===== src/rtl/spi_transaction_controller.sv =====
// SPI transaction sequencer: sits between the SPI byte engine and the
// subperipheral selector. The first byte of each chip-select window is taken
// as the subperipheral address. Later bytes are forwarded as write-data
// strobes, up to a payload limit. A single-entry buffer holds the selected
// subperipheral's response byte for the next shift-out.
module spi_transaction_controller #(
  parameter logic [7:0]  ADDRESS_MIN = 8'hDB,
  parameter logic [7:0]  ADDRESS_MAX = 8'hDC,
  parameter int unsigned MAX_PAYLOAD = 255
) (
  input  logic       clock,
  input  logic       reset_n,
  input  logic       spi_select_in,
  input  logic [7:0] rx_byte_in,
  input  logic       rx_byte_valid_in,
  output logic [7:0] address_out,
  output logic       address_valid_out,
  output logic [7:0] payload_out,
  output logic       payload_valid_out,
  output logic [7:0] byte_count_out,
  input  logic [7:0] sub_data_in,
  input  logic       sub_data_valid_in,
  output logic [7:0] tx_byte_out,
  output logic       tx_byte_valid_out,
  input  logic       tx_request_in,
  output logic       unknown_address_out,
  output logic       overrun_out,
  output logic       underrun_out
);

  typedef enum logic [1:0] {
    IDLE,
    ADDRESS,
    PAYLOAD,
    DISCARD
  } state_t;

  localparam logic [7:0] PAYLOAD_LIMIT = 8'(MAX_PAYLOAD);

  state_t state;
  logic   select_q;  // select sampled last cycle, for rising-edge detect
  logic   armed;     // select has been seen low since reset
  logic   select_rise;
  logic   closing;
  logic   address_in_range;

  // A select still high when reset releases is not treated as a new window:
  // a low level must be seen first.
  assign select_rise      = spi_select_in & ~select_q & armed;
  assign closing          = (state != IDLE) & ~spi_select_in;
  assign address_in_range = (rx_byte_in >= ADDRESS_MIN) && (rx_byte_in <= ADDRESS_MAX);

  // Transaction FSM, payload forwarding and the single-entry TX buffer.
  always_ff @(posedge clock or negedge reset_n) begin
    if (!reset_n) begin
      state               <= IDLE;
      select_q            <= 1'b0;
      armed               <= 1'b0;
      address_out         <= 8'h00;
      address_valid_out   <= 1'b0;
      payload_out         <= 8'h00;
      payload_valid_out   <= 1'b0;
      byte_count_out      <= 8'h00;
      tx_byte_out         <= 8'h00;
      tx_byte_valid_out   <= 1'b0;
      unknown_address_out <= 1'b0;
      overrun_out         <= 1'b0;
      underrun_out        <= 1'b0;
    end else begin
      // NOTE: non-blocking assignments only, so every branch below sees the
      // values from the start of the cycle (e.g. the old address_valid_out).
      select_q <= spi_select_in;
      armed    <= armed | ~spi_select_in;

      // Pulse outputs default low and are raised for one cycle below.
      payload_valid_out   <= 1'b0;
      unknown_address_out <= 1'b0;
      overrun_out         <= 1'b0;
      underrun_out        <= 1'b0;

      if (closing) begin
        // Window ended: drop everything except the last address.
        // Any rx strobe arriving in this cycle is ignored.
        state             <= IDLE;
        address_valid_out <= 1'b0;
        byte_count_out    <= 8'h00;
        tx_byte_valid_out <= 1'b0;
        tx_byte_out       <= 8'h00;
      end else begin
        case (state)
          IDLE: begin
            if (select_rise) state <= ADDRESS;
          end
          ADDRESS: begin
            if (rx_byte_valid_in) begin
              address_out <= rx_byte_in;
              if (address_in_range) begin
                state             <= PAYLOAD;
                address_valid_out <= 1'b1;
              end else begin
                state               <= DISCARD;
                unknown_address_out <= 1'b1;
              end
            end
          end
          PAYLOAD: begin
            if (rx_byte_valid_in) begin
              if (byte_count_out < PAYLOAD_LIMIT) begin
                payload_out       <= rx_byte_in;
                payload_valid_out <= 1'b1;
                byte_count_out    <= byte_count_out + 8'd1;
              end else begin
                overrun_out <= 1'b1;
                state       <= DISCARD;
              end
            end
          end
          default: ;  // DISCARD: ignore rx bytes until select falls
        endcase

        // The TX buffer only operates while a valid address is held.
        if (address_valid_out) begin
          if (sub_data_valid_in) begin
            // Covers plain load, overwrite, and load-while-consumed.
            tx_byte_out       <= sub_data_in;
            tx_byte_valid_out <= 1'b1;
          end else if (tx_request_in) begin
            if (tx_byte_valid_out) begin
              tx_byte_valid_out <= 1'b0;
            end else begin
              tx_byte_out  <= 8'h00;
              underrun_out <= 1'b1;
            end
          end
        end
      end
    end
  end

endmodule


===== config.mk =====
export PLATFORM = sky130hd
export DESIGN_NAME = spi_transaction_controller
export DESIGN_NICKNAME = d
export VERILOG_FILES = /design/src/rtl/spi_transaction_controller.sv
export SDC_FILE = /design/constraint.sdc
export NUM_CORES = 1
export LEC_CHECK = 0
export ABC_AREA = 1
export BUFFER_PORTS_ARGS = -buffer_cell sky130_fd_sc_hd__clkbuf_2
export CAP_MARGIN = 0
export CORE_ASPECT_RATIO = 2
export CORE_MARGIN = 2
export CORE_UTILIZATION = 34
export DETAILED_ROUTE_END_ITERATION = 8
export HOLD_SLACK_MARGIN = 0.02
export SLEW_MARGIN = 20
export SYNTH_ARGS = -nofsm -noshare
export SYNTH_HDL_FRONTEND = slang
export SYNTH_SLANG_ARGS = --single-unit

===== constraint.sdc =====
create_clock -name clock -period 2.2 [get_ports clock]
set_clock_uncertainty 0.2 [all_clocks]
set_input_delay 0.22 -clock clock [delete_from_list [all_inputs] [get_ports clock]]
set_output_delay 0.22 -clock clock [all_outputs]
set_load 0.05 [all_outputs]

; ---- After elaboration in Yosys (flattened, before gate mapping)
; Index checks and enable logic that the tools add are counted.
[op_classes]
n_eq_ne = 7
bitwise = 7
div = 0
n_mul = 0
n_reduce_logical = 18
n_lt_le_gt_ge = 3
muxes = 41
n_shift = 0
addsub = 1
[op_table]
columns = op, count
row1 = $mux W8, 9
row2 = $mux W1, 26
row3 = $reduce_bool A2 Y1, 7
row4 = $ne A3 B3 Y1 const B, 4
row5 = $reduce_and A3 Y1, 4
row6 = $mux W2, 5
row7 = $add A8 B1 Y8 const B, 1
row8 = $ge A8 B8 Y1 const B, 1
row9 = $le A8 B8 Y1 const B, 1
row10 = $lt A8 B8 Y1 const B, 1
row11 = $pmux W2 S3, 1
row12 = $reduce_and A5 Y1, 1
row13 = $reduce_and A4 Y1, 1
row14 = $reduce_bool A4 Y1, 1
row15 = $and A1 B1 Y1, 3
row16 = $ne A3 B2 Y1 const B, 1
row17 = $not A1 Y1, 3
row18 = $reduce_bool A3 Y1, 1
row19 = $eq A2 B1 Y1 const B, 1
row20 = $eq A2 B2 Y1 const B, 1
row21 = $logic_not A2 Y1, 1
row22 = $reduce_and A2 Y1, 1
row23 = $logic_and A1 B1 Y1, 1
row24 = $or A1 B1 Y1, 1
[totals]
ram_bits = 0
word_cells = 90
memories = 0
out_inout_bits = 38
romBits = 0
ff_bits = 42
in_bits = 22
latch_bits = 0

; ---- Depth between registers and ports, before layout
[depth]
word_depth = 6
ltp_mapped = 10
depth_no_buf = 10

; ---- Least setup slack after synthesis
; Ideal clock, no wire load.
[synth_path]
path_type = register -> register
from = reg byte_count_out[0]
to = reg payload_out[6]
slack_ns = 0.303
path_buffers = 1
period_less_slack_ns = 1.897
setup_time_ns = 0.074
required_time_ns = 1.926
path_stages_with_launch = 9
arrival_ns = 1.623
cell_sequence = dfrtp_1 ha_1 nand2_1 nor2_1 nand2_1 nand3_4 buf_6 nand2_1 o21ai_2
[synth_via]
elab_chain_cells = 2
[synth_rtl]
columns = element, line_no
row1 = start: declaration, 20  ; output logic [7:0] byte_count_out,
row2 = start signal: assignment, 111  ; byte_count_out <= byte_count_out + 8'd1;
row3 = $lt A8 B8 Y1, 108  ; if (byte_count_out < PAYLOAD_LIMIT) begin
row4 = $reduce_and A4 Y1 (no line), --
row5 = end signal: assignment, 109  ; payload_out <= rx_byte_in;
row6 = end: declaration, 18  ; output logic [7:0] payload_out,
; No other way between the ends.
; A chain may end at the register's enable or synchronous reset.

; ---- Worst setup path in the final report
[layout_path]
from = reg state[0]
to = reg byte_count_out[7]
[layout_via]
elab_chain_cells = 4
word_cells_on_any_way = 8
classes_between = eq/ne (1) / mux (1) / bitwise (1) / reduce/logical (5)
[layout_rtl]
columns = element, line_no
row1 = start: declaration, 40  ; state_t state;
row2 = start signal: assignment, 56  ; state <= IDLE;
row3 = start signal: assignment, 84  ; state <= IDLE;
row4 = start signal: assignment, 92  ; if (select_rise) state <= ADDRESS;
row5 = $reduce_bool A2 Y1, 50  ; assign closing = (state != IDLE) & ~spi_select_in;
row6 = $and A1 B1 Y1, 50
row7 = $reduce_bool A2 Y1 (no line), --
row8 = $reduce_and A3 Y1 (no line), --
; Parallel ways exist; a longest one is shown, timed or not.

==> results_tabular.tex <==
\begin{tabular}{lr}
\hline
Metric & Value \\
\hline
\multicolumn{2}{l}{\textbf{Status}} \\
Outcome & finished clean \\
\multicolumn{2}{l}{\textbf{Timing}} \\
Ratio of final minimum period to clock period & about 87\% \\
Max Transition Viols Final & 0 \\
Worst Hold Margin & $\sim$21 ps \\
RSZ-0062 raised after global routing & no \\
Headroom to the max-slew limit & 75.1\% \\
Highest attainable clock frequency & $\sim$520 MHz \\
Slack of the critical path & 291 ps \\
Final Setup Violations & 0 \\
Number of hold-slack violations in the final timing report & 0 \\
Time the final worst path needs with I/O delays and setup & 1910 ps \\
Transition time of the tightest slew-check pin & $\sim$370 ps \\
Setup TNS after final layout & 0 ps \\
\multicolumn{2}{l}{\textbf{Drt}} \\
Final routed DRC violation total & 0 \\
Total Wirelength & $\sim$4800 um \\
Drt via density & between 4 and 5 \\
Via Count & 1,777 \\
Detailed Route Iter0 Violations & 41 \\
DR pass1 iterations & 6 \\
Detail Route Antenna Nets & 0 \\
WL/cell & around 13 um \\
\multicolumn{2}{l}{\textbf{Min path}} \\
Kind of path behind the tightest hold check & in2reg \\
\multicolumn{2}{l}{\textbf{Placement}} \\
Placer congestion estimate & 0.821 \\
\# port buffers & just under 60 \\
Half-perimeter wire length after placement & $\sim$3700 um \\
Setup slack after placement & $\sim$300 ps \\
Placed inst area & approximately 2400 um2 \\
\multicolumn{2}{l}{\textbf{Synth}} \\
Cell area after synthesis & just over 2000 um2 \\
Synthesis-stage register bit count & 42 \\
Number of enable flip-flop cells after synthesis & 0 \\
Post-synth top cells & 81 x sky130\_fd\_sc\_hd\_\_nand2\_1, 42 x sky130\_fd\_sc\_hd\_\_dfrtp\_1, 24 x sky130\_fd\_sc\_hd\_\_inv\_1, 16 x sky130\_fd\_sc\_hd\_\_o21ai\_0 \\
Share of the synthesized area in the top cell type & about half \\
Mean Syn Cell Area & between 8 and 9 um2 \\
Synthesized netlist cell count & 234 \\
Top flip-flop cell by instance count after synthesis & sky130\_fd\_sc\_hd\_\_dfrtp\_1 \\
Distinct cell type count of the synthesized netlist & 22 \\
Share of the yosys chip area belonging to registers & 51.0\% \\
Leading cell type by number of instances after synthesis & sky130\_fd\_sc\_hd\_\_nand2\_1 \\
Async set or reset register ratio after synthesis & between 90\% and 100\% \\
Number of warning messages in the yosys log & 0 \\
Net count after synthesis & between 200 and 300 \\
Synth area leaders & sky130\_fd\_sc\_hd\_\_dfrtp\_1 51\%, sky130\_fd\_sc\_hd\_\_nand2\_1 15\%, sky130\_fd\_sc\_hd\_\_o21ai\_2 4.7\%, sky130\_fd\_sc\_hd\_\_inv\_1 4.4\%, sky130\_fd\_sc\_hd\_\_o21ai\_0 3.9\% \\
Leading area contributor after synthesis & sky130\_fd\_sc\_hd\_\_dfrtp\_1 \\
\multicolumn{2}{l}{\textbf{Floorplan}} \\
Floorplan row count & 40 \\
Area of the die & $\sim$6700 um2 \\
Effective utilization at floorplan & 34.6\% \\
Die height & approximately 110 um \\
Boundary pin count & 60 \\
Core outline area & around 6000 um2 \\
Die X-Extent & approximately 59 um \\
\multicolumn{2}{l}{\textbf{Power and ir drop}} \\
Pwr Density & around 1500 nW/um2 \\
VDD IR-drop max & about 0.92 mV \\
Design Power & a little over 0.004 W \\
Leakage & approximately 1.4 nW \\
\multicolumn{2}{l}{\textbf{Worst setup path}} \\
Worst-path fanout max & 10 \\
Critical path endpoint category & register \\
Startpoint type of the worst setup path & register \\
Data required, critical path & about 2200 ps \\
Critical path data arrival time & about 1900 ps \\
CP Class & reg2reg \\
\multicolumn{2}{l}{\textbf{Finish}} \\
Layout Cell Area excl Fill & 2700 um2 \\
Area Overhead vs Synth & 31.1\% \\
Number of diodes added for antenna fixing & 0 \\
Ratio of cells with drive above 1 in the final layout & between 20\% and 30\% \\
Number of nets in the layout & 340 \\
\multicolumn{2}{l}{\textbf{Global routing}} \\
Initial antenna violation count & 0 \\
Largest net degree at the start of global routing & 18 \\
Total Routing Usage GR & between 15 and 20\% \\
Met2 Track Usage GR & approximately 29\% \\
Overflow left after global routing & 0 \\
Met3 track demand over resource in global routing & approximately 3.5\% \\
Met1 track demand over resource & 16.5\% \\
Number of global-route vias before repair & 1,769 \\
First-pass GRT wire length & a little over 8000 um \\
GRT Max-Usage Layer & met2 \\
\multicolumn{2}{l}{\textbf{Clock network}} \\
Clock root cell & sky130\_fd\_sc\_hd\_\_clkbuf\_16 \\
Maximum number of buffers from clock root to sink & 2 \\
Number of buffers created by CTS & 5 \\
Clock network latency to the later pin of the worst-skew pair & roughly 280 ps \\
Post-CTS clock slew at the launch and capture registers of the worst setup and hold paths & 60 ps \\
Number of clock sinks & 42 \\
TritonCTS clock tree & done \\
Quantity of gates resized following cts & 0 \\
H-tree depth & 2 \\
\multicolumn{2}{l}{\textbf{Run}} \\
Max-Cap Viols & 0 \\
\hline
\end{tabular}
metrics by stage:
| stage | util [%] | cells |
|---|---|---|
| 2_1_floorplan | - | 234 |
| 3_3_place_gp | 40.4 | 355 |
| 3_5_place_dp | 40.4 | 355 |
| 4_1_cts | 45.4 | 378 |
| 5_1_grt | 45.4 | 378 |
| 6_report | 45.4 | 378 |
repair_timing:
action	in CTS	in global routing
setup endpoints to repair	0	0
hold buffers	15	0
buffers inserted	0	0
endpoints found under the hold margin	57	0
metal layers:
metal,vias up,share of wire (%)
li1,896,-
met1,816,39
met2,56,54
met3,9,5.3
met4,0,1.6
met5,-,0
power by group:
part / leakage [nW] / switching, W / total (W) / internal [W]
combinational: 0.824 / 0.00157 / 0.00210 / 0.000533
clock: 0.0739 / 0.000287 / 0.000737 / 0.000450
sequential: 0.544 / 0.000192 / 0.00124 / 0.00105
final cells by class:
cell class	instances	area (um2)
multi-input combinational	162	852
clock buffer	7	143
sequential	42	1050
timing repair buffer	79	483
tap	63	78.8
inverter	24	90.1
fill	592	3250
clock inverter	1	5.00
flip-flops by register name, indices dropped and copies added, names as in the netlist:
| register | cells |
|---|---|
| address_valid_out | 1 |
| unknown_address_out | 1 |
| byte_count_out | 8 |
| select_q | 1 |
| overrun_out | 1 |
| underrun_out | 1 |
| armed | 1 |
| state | 2 |
| tx_byte_valid_out | 1 |
| payload_out | 8 |
| tx_byte_out | 8 |
| address_out | 8 |
| payload_valid_out | 1 |
worst max-delay path: stages (launching register included):
cell and delay (ps):
sky130_fd_sc_hd__dfrtp_1 410, sky130_fd_sc_hd__inv_1 80, sky130_fd_sc_hd__ha_1 230, sky130_fd_sc_hd__nor2_2 120, sky130_fd_sc_hd__buf_4 210, sky130_fd_sc_hd__nor2_4 60, sky130_fd_sc_hd__nor2_4 90, sky130_fd_sc_hd__nand3_2 80
sky130_fd_sc_hd__buf_4 180, sky130_fd_sc_hd__nand2_1 80, sky130_fd_sc_hd__o21ai_2 50
worst paths after layout:
check	cells past startpoint	end	slack, ps	from
worst min-delay path	3	payload_out[2]$_DFFE_PN0P_	20	rx_byte_in[2]
min in group asynchronous	2	select_q$_DFF_PN0_	140	reset_n
worst min register to register	2	armed$_DFF_PN0_	240	armed$_DFF_PN0_
max in group asynchronous	3	payload_out[6]$_DFFE_PN0P_	1140	reset_n
worst max-delay path	10	byte_count_out[7]$_DFFE_PN0P_	290	state[0]$_DFFE_PN0P_
worst max register to register	10	byte_count_out[7]$_DFFE_PN0P_	290	state[0]$_DFFE_PN0P_
kinds of logic (layout without fill, tap and decap cells):
| kind of cell | Yosys count | count (layout) | synth area share (%) |
|---|---|---|---|
| and+or+nand+nor | 120 | 120 | 26.2 |
| xor gates and xnor gates | 4 | 4 | 1.70 |
| adders and majority gates | 4 | 4 | 2.43 |
| DFF | 42 | 42 | 51.0 |
| AOI/OAI and AO/OA | 34 | 34 | 11.1 |
| buffers and inverters | 30 | 111 | 7.65 |
cells in the final DEF (no fill, tap or decap):
cell type                       count
sky130_fd_sc_hd__inv_1             24
sky130_fd_sc_hd__nor2_2             2
sky130_fd_sc_hd__o21ai_2           11
sky130_fd_sc_hd__dlygate4sd3_1     15
sky130_fd_sc_hd__nand3_1           13
sky130_fd_sc_hd__nand3_4            2
sky130_fd_sc_hd__or2_2              2
sky130_fd_sc_hd__buf_4              5
sky130_fd_sc_hd__o21ai_0           16
sky130_fd_sc_hd__a21oi_1            3
sky130_fd_sc_hd__nor2_4             3
sky130_fd_sc_hd__clkbuf_8           1
sky130_fd_sc_hd__clkinv_2           1
sky130_fd_sc_hd__nor4_1             1
sky130_fd_sc_hd__o22ai_1            1
sky130_fd_sc_hd__ha_1               4
sky130_fd_sc_hd__nand3_2            1
sky130_fd_sc_hd__xor2_1             4
sky130_fd_sc_hd__clkbuf_1           1
sky130_fd_sc_hd__clkbuf_16          5
sky130_fd_sc_hd__nand2_1           81
sky130_fd_sc_hd__dfrtp_1           42
sky130_fd_sc_hd__clkbuf_2          59
sky130_fd_sc_hd__nand4_1            1
sky130_fd_sc_hd__nor2_1            13
sky130_fd_sc_hd__o21ai_1            2
sky130_fd_sc_hd__o22ai_4            1
sky130_fd_sc_hd__nor3_1             1
No activity file was read; power rests on OpenSTA's default activity.
